**src/rtl/ufi_write_buffer.sv**
```systemverilog
// Ufi burst-write buffer: FIFO between the Ufi write strobe and the memory write port.
// Tracks burst activity (IDLE/ACTIVE/DRAIN) to report completion and sticky overflow.
module ufi_write_buffer #(
    parameter int pUfiBusWidth  = 16,
    parameter int pBusAdrsBit   = 16,
    parameter int pFifoDepthBit = 4
) (
    input  logic                     iSysClk,
    input  logic                     iSysRst,
    input  logic                     iEn,
    input  logic                     iClr,
    input  logic [pUfiBusWidth-1:0]  iMUfiWd,
    input  logic [pBusAdrsBit-1:0]   iMUfiAdrs,
    input  logic                     iMUfiEd,
    input  logic                     iMUfiVd,
    output logic [pUfiBusWidth-1:0]  oMemWd,
    output logic [pBusAdrsBit-1:0]   oMemAdrs,
    output logic                     oMemVd,
    input  logic                     iMemRdy,
    output logic                     oDone,
    output logic                     oOvf,
    output logic                     oBusy,
    output logic [pFifoDepthBit:0]   oCnt
);

    localparam int EW    = pBusAdrsBit + pUfiBusWidth;
    localparam int DEPTH = 1 << pFifoDepthBit;
    localparam logic [pFifoDepthBit:0] DEPTH_C = (pFifoDepthBit + 1)'(DEPTH);

    localparam logic [1:0] IDLE   = 2'd0;
    localparam logic [1:0] ACTIVE = 2'd1;
    localparam logic [1:0] DRAIN  = 2'd2;

    logic [EW-1:0]            mem_q [DEPTH];
    logic [pFifoDepthBit-1:0] wp_q, wp_d;
    logic [pFifoDepthBit-1:0] rp_q, rp_d;
    logic [pFifoDepthBit:0]   cnt_q, cnt_d;
    logic [1:0]               state_q, state_d;
    logic                     done_q, done_d;
    logic                     ovf_q, ovf_d;

    logic vld, full, push, pop, drop;

    assign vld  = (cnt_q != '0);
    assign full = (cnt_q == DEPTH_C);
    assign pop  = iEn & vld & iMemRdy;
    assign push = iEn & iMUfiEd & (~full | pop);
    assign drop = iEn & iMUfiEd & full & ~pop;

    always_comb begin
        wp_d  = wp_q;
        rp_d  = rp_q;
        cnt_d = cnt_q;
        if (!iEn) begin
            wp_d  = '0;
            rp_d  = '0;
            cnt_d = '0;
        end else begin
            if (push) wp_d = wp_q + 1'b1;
            if (pop)  rp_d = rp_q + 1'b1;
            unique case ({push, pop})
                2'b10:   cnt_d = cnt_q + 1'b1;
                2'b01:   cnt_d = cnt_q - 1'b1;
                default: cnt_d = cnt_q;
            endcase
        end
    end

    // Set beats clear so a drop in the clearing cycle is never lost
    assign ovf_d = drop | (ovf_q & ~(iClr & iEn));

    always_comb begin
        state_d = state_q;
        done_d  = 1'b0;
        if (!iEn) begin
            state_d = IDLE;
        end else begin
            unique case (state_q)
                IDLE: begin
                    if (iMUfiVd) state_d = ACTIVE;
                end
                ACTIVE: begin
                    if (!iMUfiVd) begin
                        if (cnt_d != '0) begin
                            state_d = DRAIN;
                        end else begin
                            state_d = IDLE;
                            done_d  = 1'b1;
                        end
                    end
                end
                DRAIN: begin
                    if (cnt_d == '0) begin
                        if (iMUfiVd) begin
                            state_d = ACTIVE;
                        end else begin
                            state_d = IDLE;
                            done_d  = 1'b1;
                        end
                    end
                end
                default: state_d = IDLE;
            endcase
        end
    end

    always_ff @(posedge iSysClk) begin
        if (push) mem_q[wp_q] <= {iMUfiAdrs, iMUfiWd};
    end

    always_ff @(posedge iSysClk or negedge iSysRst) begin
        if (!iSysRst) begin
            wp_q    <= '0;
            rp_q    <= '0;
            cnt_q   <= '0;
            state_q <= IDLE;
            done_q  <= 1'b0;
            ovf_q   <= 1'b0;
        end else begin
            wp_q    <= wp_d;
            rp_q    <= rp_d;
            cnt_q   <= cnt_d;
            state_q <= state_d;
            done_q  <= done_d;
            ovf_q   <= ovf_d;
        end
    end

    // Head is gated so an empty or reset FIFO presents zeros, not stale RAM
    assign {oMemAdrs, oMemWd} = vld ? mem_q[rp_q] : '0;
    assign oMemVd = vld;
    assign oDone  = done_q;
    assign oOvf   = ovf_q;
    assign oBusy  = (state_q != IDLE);
    assign oCnt   = cnt_q;

endmodule

```
**config.mk**
```make
export PLATFORM = sky130hd
export DESIGN_NAME = ufi_write_buffer
export DESIGN_NICKNAME = d
export VERILOG_FILES = /design/src/rtl/ufi_write_buffer.sv
export SDC_FILE = /design/constraint.sdc
export NUM_CORES = 1
export LEC_CHECK = 0
export BUFFER_PORTS_ARGS = -buffer_cell sky130_fd_sc_hd__buf_2
export CAP_MARGIN = 20
export CELL_PAD_IN_SITES_DETAIL_PLACEMENT = 0
export CELL_PAD_IN_SITES_GLOBAL_PLACEMENT = 1
export CORE_ASPECT_RATIO = 0.6
export CORE_MARGIN = 4
export CORE_UTILIZATION = 53
export DETAILED_ROUTE_END_ITERATION = 6
export PLACE_DENSITY = 0.74
export REMOVE_ABC_BUFFERS = 1
export SETUP_SLACK_MARGIN = 0.1
export SLEW_MARGIN = 5
export SYNTH_ARGS = -nofsm -noshare
export SYNTH_HDL_FRONTEND = slang
export SYNTH_SLANG_ARGS = --single-unit
```
**constraint.sdc**
```tcl
create_clock -name iSysClk -period 4 [get_ports iSysClk]
set_input_delay 0.8 -clock iSysClk [delete_from_list [all_inputs] [get_ports iSysClk]]
set_output_delay 0.8 -clock iSysClk [all_outputs]
set_load 0.05 [all_outputs]
```
Word-level counts from Yosys, hierarchy flattened
Memories as Yosys holds them, arrays and structs flattened. Index checks and enable logic that the tools add are counted. Widths: inputs -> output; s select.

Flip-flop bits (word level): 17. RAM bits: 512. Input port bits: 39. Memories: 1.

Memories: mem_q (words 16, bits a word 32, read ports 1, clocked after Yosys merged registers in 0, wr ports 1, line 34) `logic [EW-1:0] mem_q [DEPTH];`.

Add/subtract/negate cells: 4. Eq/ne operators: 10. Muxes and demuxes: 22. Bitwise gates (word level): 13. Reductions and logical operators: 6.

Operators with widths (number): $mux 32 (1); $mux 4 (4); $mux 2 (5); $pmux 5 s2 (1); $reduce_bool 5->1 (2); $ne 3x3->1 const B (3); $add 4x1->4 const B (2); $and 1x1->1 (8); $mux 1 (8); $pmux 2 s3 (1); $add 5x1->5 const B (1); $eq 5x5->1 const B (1); $logic_not 5->1 (1); $mux 5 (1); $sub 5x1->5 const B (1); $eq 2x1->1 const B (2); $eq 2x2->1 const B (2); $ne 2x1->1 const B (2); $not 1->1 (3); $reduce_and 3->1 (1); $logic_not 2->1 (1); $or 1x1->1 (2); $pmux 1 s2 (1); $reduce_bool 2->1 (1).

Depth between registers and ports, before layout
Gate-level depths: netlist (run 1).

Word-level depth: 13. Gate-level depth with buffers: 11. Depth with buffers taken out: 11.

Least setup slack after synthesis (run 1)
No wires, ideal clock.

Kind: reg-to-output. Start point: reg rp_q[0]. End point: out oMemAdrs[0]. Data arrival time: 3027 ps. Required time: 3200 ps. Setup slack: 173 ps. Cell stages (with the launch flop): 9. Path buffers: 4. Path through: dfrtp_1 -> clkbuf_1 -> buf_2 -> buf_2 -> buf_1 -> mux2i_1 -> o21ai_0 -> o22ai_1 -> a211oi_1.

Longest elaborated chain between the ends: 2.

RTL lines: from (decl) (line 36) `logic [pFifoDepthBit-1:0] rp_q, rp_d;`; from (signal assigned) (line 121) `rp_q <= rp_d;`; $mem_v2 16x32; $mux 32 (line 130) `assign {oMemAdrs, oMemWd} = vld ? mem_q[rp_q] : '0;`; to (decl) (line 17) `output logic [pBusAdrsBit-1:0] oMemAdrs,`.

No other way between the ends.

Worst setup path in the final report (run 1)
Start point: reg rp_q[0]. End point: out oMemWd[13].

Longest elaborated chain between the ends: 2.

RTL lines: $mem_v2 16x32; $mux 32 (line 130); to (decl) (line 16) `output logic [pUfiBusWidth-1:0] oMemWd,`.

No other way between the ends.

==> results.py, run 1 <==
metrics = {
    "outcome": {
        "status": "complete, no violations",
    },
    "clocking": {
        "cts_hold_buffers": 0,
        "htreeDepth": 2,
        "cts.sinks": 529,
        "clk_pin_slew_ns": 0.07,
        "cts_tree": "done",
        "cts.path.max_buffers": 3,
        "numCtsBuffers": 47,
        "cts-root-buf": "clkbuf_16",
        "clock_latency_ns": 0.57,
    },
    "floorplanning": {
        "row_count": 56,
        "initial_core_util_pct": 53.6,
        "dieArea_um2": 42800,
        "fp.coreArea_um2": 39000,
        "die_w_um": 264,
        "num_io_pins": 80,
        "die_y_um": 162,
    },
    "logic_synthesis": {
        "synth-compound-area-share_pct": 5.03,
        "synth-seq-cells": 529,
        "netlist_instances": 1142,
        "synthMuxAreaShare_pct": 13.3,
        "synth_top_family_by_area": "multiplexers",
        "ys_top_cells_by_area": "edfxtp_1 (74%), mux4_2 (6.9%), mux2i_1 (6.3%)",
        "ys_async_sr_fraction_pct": 3.21,
        "synth-adder-area-share_pct": 0.599,
        "synth.avg_cell_area_um2": 18.3,
        "yosysWarnings": 0,
        "synth_top_area_cell": "edfxtp_1",
        "synth-xor-area-share_pct": 0.293,
        "synth_edf_count": 512,
        "synthSimpleGateAreaFrac_pct": 3.82,
        "synth_top_area_share_pct": 73.6,
        "syn_area_um2": 20900,
        "synth_flop_cell": "edfxtp_1",
        "synth_cell_types": 51,
        "seq_area_frac_synth_pct": 75.6,
    },
    "timing": {
        "setup_viol": 0,
        "fin_crit_sh_pct": 95.2,
        "grt_setup_unrepaired": "yes",
        "finalMaxSlewViolations": 0,
        "worst_pin_slew_ns": 0.730,
        "finalWorstSetupSlack_ns": 0.193,
        "holdWs_ns": 0.148,
        "final_hold_viol_count": 0,
        "clock_skew_ns": 0.0296,
        "max-slew-margin-rel_pct": 51.3,
        "clock.fmax_mhz": 263,
        "fin_crit_ns": 3.81,
    },
    "placed_design": {
        "dp_slack_ns": 0.215,
        "gp_congestion": 0.796,
        "placement.io_buffers": 79,
        "place_hpwl_um": 26400,
        "place_area_um2": 22300,
    },
    "power_and_ir_drop": {
        "pwr-share-clk_pct": 32.0,
        "leakagePower_nw": 7.56,
        "p_seq_share_pct": 43.6,
        "p_int_mw": 10.1,
        "powerDensity_nw_per_um2": 599,
        "irDropWorstVdd_v": 0.000330,
        "p_switching_mw": 4.23,
        "p_comb_share_pct": 24.4,
        "switching_share_pct": 29.5,
    },
    "detailed_routing": {
        "wirelength_um": 47300,
        "vias_per_cell": 6.05,
        "ant_nets": 0,
        "drt_iter0_markers": 1201,
        "drt_pass1_iterations": 5,
        "wire_per_inst_um": 26.1,
        "vias": 11000,
        "drc": 0,
    },
    "grt": {
        "track_usage_pct": 21.9,
        "antenna_found_initial": 1,
        "first_global_vias": 10700,
        "grt_overflow": 0,
        "grt_max_degree": 54,
        "grt_pass1_wl_um": 70400,
    },
    "worst_setup_path": {
        "path_max_fanout": 21,
        "end_kind": "output pin",
        "required_ns": 3.20,
        "path_class": "reg2out",
        "r2r-start": "oCnt[1]",
        "startpoint": "rp_q[0]",
        "worstSetupStartpointType": "flip-flop",
        "worstPathArrival_ns": 3.01,
    },
    "cells_and_area": {
        "layout_commonest_cell": "edfxtp_1",
        "areaGrowthSynthToFinish_pct": 14.5,
        "mostFrequentLayoutCells": "edfxtp_1 (512), mux2i_1 (131), buf_2 (78)",
        "nets": 1306,
        "antenna_cells": 0,
        "final_cell_area_um2": 23900,
        "drive_above_1_share_pct": 22.4,
    },
    "run": {
        "cap_violations": 0,
    },
    "min_path": {
        "holdCritPathClass": "in2async",
    },
}
## stage by stage
stage / std cells / setup TNS, ns / power [mW] / util (%)
floorplan: 1080 / -184.49 / 8.74 / -
global placement: 1729 / 0 / 9.82 / 57.3
detailed placement: 1729 / 0 / 9.82 / 57.3
CTS: 1812 / 0 / 14.4 / 61.3
global route: 1813 / 0 / 14.9 / 61.4
finish: 1813 / 0 / 14.3 / 61.4
## registers in the layout, indices dropped and copies added (netlist names)
signal,flops
state_q,2
oCnt,5
oDone,1
wp_q,4
rp_q,4
oOvf,1
mem_q,512
## final timing paths
check	to	slack [ns]	cells after the start
min in group iSysClk	oOvf	0.49	2
worst min-delay path	rp_q[2]	0.15	1
max in group asynchronous	rp_q[1]	3.52	1
worst min register to register	oOvf	0.49	2
worst max register to register	state_q[0]	0.32	11
worst max-delay path	oMemWd[13]	0.19	6
## critical path, stage by stage, from the launching register on
cell,delay [ns]
dfrtp_4,0.55
buf_4,0.42
mux2i_1,0.14
o221ai_1,0.24
o22ai_1,0.13
a211oi_1,0.58
buf_2,0.38
## area by class of cell
| class | instances | area (um^2) |
|---|---|---|
| repair buffers | 128 | 1000 |
| multi-input cells | 539 | 4850 |
| inverters | 12 | 45.0 |
| fillers | 2828 | 15000 |
| well taps | 522 | 653 |
| flip-flops and latches | 529 | 15800 |
| clock inverters | 22 | 240 |
| clock buffers | 61 | 1310 |
## synth_stat cells, drive strengths merged, types with 2 or more instances
master / n
nor2b: 4
inv: 12
o221ai: 32
mux2i: 132
nand2b: 2
nand4: 2
nor4: 3
o21ai: 40
a21oi: 4
nand2: 49
buf: 22
mux4: 64
edfxtp: 512
and2: 24
clkbuf: 40
or2: 2
o22ai: 32
nand3: 6
ha: 10
dfrtp: 17
xnor2: 6
or3: 2
nor2: 70
a211o: 2
a211oi: 32
nor3: 3
## layer usage
layer | up-vias | global-route usage [%] | routed length (um)
met3 | 49 | 3.53 | 2970
met2 | 348 | 33.2 | 21600
met5 | - | 0 | 13
met4 | 2 | 3.67 | 619
met1 | 5729 | 34.8 | 22200
li1 | 4834 | - | -
## power by group through the flow
stage | Clock (mW) | Sequential (mW) | Combinational, mW
after CTS | 4.65 | 6.23 | 3.48
after global routing | 4.90 | 6.25 | 3.70
after global placement | 0 | 6.35 | 3.47
after floorplan | 0 | 6.64 | 2.10
final | 4.58 | 6.24 | 3.49
after detailed placement | 0 | 6.35 | 3.47
## timing repair
| action | in CTS | in global routing |
|---|---|---|
| endpoints found under the hold margin | 0 | 0 |
| endpoints found under the setup margin | 0 | 12 |
| setup buffers | 0 | 0 |
| gates resized for setup | 0 | 4 |
## kinds of logic (layout without fill, tap and decap cells)
family	count (synthesis)	in the layout
buf+inv	74	223
xor+xnor	7	7
simple gates	174	174
mux	196	196
fa+ha+maj	10	10
flops	529	529
compound gates	152	152
Note: power is estimated with default switching activity, not from simulation.
==> inputs of run 2 (changes only) <==
--- a/config.mk
+++ b/config.mk
@@ -11,9 +11,10 @@
 export CELL_PAD_IN_SITES_GLOBAL_PLACEMENT = 1
 export CORE_ASPECT_RATIO = 0.6
 export CORE_MARGIN = 4
-export CORE_UTILIZATION = 53
+export CORE_UTILIZATION = 56
+export CTS_BUF_LIST = sky130_fd_sc_hd__clkbuf_2 sky130_fd_sc_hd__clkbuf_4 sky130_fd_sc_hd__clkbuf_8
 export DETAILED_ROUTE_END_ITERATION = 6
-export PLACE_DENSITY = 0.74
+export PLACE_DENSITY = 0.78
 export REMOVE_ABC_BUFFERS = 1
 export SETUP_SLACK_MARGIN = 0.1
 export SLEW_MARGIN = 5
==> run 2 against run 1 <==
Compared with the run above: highest routed layer is now met4; cell count is 1.9% higher; setup slack got worse by 0.019 ns; largest cell class unchanged; sequential power is essentially flat; non-clock buffer count shrank 3; critical path type unchanged; register-to-register slack lost 0.04 ns; maximum frequency shrank 0.50%; critical path depth did not move; combinational power about the same; via count grew 0.96%; cell area down 0.46%.
==> results.py, run 2 (synthesized netlist as in run 1, its figures left out) <==
metrics = {
    "floorplanning": {
        "initial_core_util_pct": 57.2,
        "die_w_um": 257,
        "fp.coreArea_um2": 36600,
        "num_io_pins": 80,
        "die_y_um": 158,
        "dieArea_um2": 40600,
        "row_count": 54,
    },
    "power_and_ir_drop": {
        "pwr-share-clk_pct": 29.7,
        "powerDensity_nw_per_um2": 583,
        "p_seq_share_pct": 45.1,
        "p_switching_mw": 4.23,
        "p_comb_share_pct": 25.2,
        "irDropWorstVdd_v": 0.000348,
        "switching_share_pct": 30.5,
        "leakagePower_nw": 7.55,
        "p_int_mw": 9.65,
    },
    "clocking": {
        "clk_pin_slew_ns": 0.07,
        "clock_latency_ns": 0.63,
        "cts-root-buf": "clkbuf_8",
        "htreeDepth": 3,
        "numCtsBuffers": 76,
        "cts_tree": "done",
        "cts.sinks": 529,
        "cts.path.max_buffers": 3,
    },
    "worst_setup_path": {
        "path_max_fanout": 36,
        "crit_path_top_delay_cell": "dfrtp_4",
        "worstPathCellList": "nand2b_2, buf_4, o221ai_1, o22ai_1, a211oi_1, buf_2",
        "max_stage_delay_ns": 0.64,
        "end_kind": "output pin",
        "worst-r2r-setup-slack_ns": 0.28,
        "worstPathArrival_ns": 3.03,
        "required_ns": 3.20,
        "path_class": "reg2out",
        "worstSetupStartpointType": "flip-flop",
    },
    "min_path": {
        "holdCritPathClass": "in2async",
    },
    "placed_design": {
        "place_hpwl_um": 26100,
        "place_inst": 1704,
        "placement.io_buffers": 79,
        "gp_congestion": 0.804,
        "dp_slack_ns": 0.184,
    },
    "cells_and_area": {
        "final_cells": 1848,
        "regMostFlops": "mem_q",
        "areaGrowthSynthToFinish_pct": 13.9,
        "largest_reg_flops": 512,
        "drive_above_1_share_pct": 25.3,
        "nets": 1332,
        "layout_commonest_cell": "edfxtp_1",
        "final_util_pct": 65.1,
        "mostFrequentLayoutCells": "edfxtp_1 (512), mux2i_1 (131), clkbuf_8 (78)",
    },
    "timing": {
        "finalWorstSetupSlack_ns": 0.174,
        "setup_tns_ns": 0,
        "finalMaxSlewViolations": 0,
        "max-slew-margin-rel_pct": 54.4,
        "clock.fmax_mhz": 261,
        "final_hold_viol_count": 0,
        "fin_crit_ns": 3.83,
        "clock_skew_ns": 0.0222,
        "fin_crit_sh_pct": 95.6,
        "grt_setup_unrepaired": "yes",
        "setup_viol": 0,
        "worst_pin_slew_ns": 0.684,
    },
    "grt": {
        "track_usage_pct": 23.2,
        "antenna_found_initial": 2,
        "grt_max_degree": 51,
        "first_global_vias": 11100,
        "grt_pass1_wl_um": 69800,
        "grt_overflow": 0,
    },
    "detailed_routing": {
        "wirelength_um": 46200,
        "drc": 0,
        "ant_nets": 0,
        "wire_per_inst_um": 25.0,
        "drt_iter0_markers": 1061,
        "drt_pass1_iterations": 6,
        "vias": 11100,
        "vias_per_cell": 5.99,
    },
    "outcome": {
        "status": "complete, no violations",
    },
    "run": {
        "cap_violations": 0,
    },
}
-- run 2: routing by layer --
layer / global-route usage (%) / share of wire [%] / up-vias
met1: 36.0 / 47 / 5724
li1: - / - / 4898
met2: 34.5 / 45 / 375
met4: 6.22 / 1.8 / 0
met5: 0 / 0 / -
met3: 4.43 / 6.3 / 70
-- run 2: final timing paths --
kind | start | end | cells after the start
worst max-delay path | rp_q[1] | oMemAdrs[1] | 6
worst min-delay path | iSysRst | rp_q[0] | 1
worst max register to register | oCnt[1] | state_q[0] | 11
worst min register to register | oOvf | oOvf | 2
max in group asynchronous | iSysRst | rp_q[1] | 1
min in group iSysClk | iClr | oOvf | 4
-- run 2: repair_timing --
item                                    in CTS  in global routing
gates cloned                                 0                  0
hold buffers                                 0                  0
buffers inserted                             0                  5
resized for setup                            1                 10
endpoints found under the setup margin       1                 27
-- run 2: stage by stage --
stage | power, mW | hold slack, ns | area, um^2
global route | 14.5 | 0.0990 | 23800
floorplan | 8.74 | 0.504 | 20700
finish | 13.9 | 0.115 | 23800
global placement | 9.78 | 0.465 | 22200
CTS | 13.9 | 0.0810 | 23700
detailed placement | 9.82 | 0.488 | 22200
-- run 2: area by class of cell --
cell class | instances | area [um^2]
sequential | 529 | 15800
fill | 2529 | 12700
multi-input combinational | 539 | 4860
clock buffer | 107 | 1290
timing repair buffer | 125 | 986
tap | 504 | 631
clock inverter | 30 | 170
inverter | 12 | 45.0
antenna | 2 | 5.00
-- run 2: power groups by stage --
stage | combinational [mW] | clock [mW] | sequential [mW]
6_report | 3.49 | 4.12 | 6.27
5_1_grt | 3.70 | 4.49 | 6.27
3_3_place_gp | 3.38 | 0 | 6.41
3_5_place_dp | 3.41 | 0 | 6.41
2_1_floorplan | 2.10 | 0 | 6.64
4_1_cts | 3.41 | 4.23 | 6.30
-- run 2: critical path, delay by kind of cell (launching register included) --
kind	cells	cell delay, ns
and+or+nand+nor	1	0.27
DFF	1	0.64
AOI/OAI and AO/OA	3	0.83
buffers and inverters	2	0.64
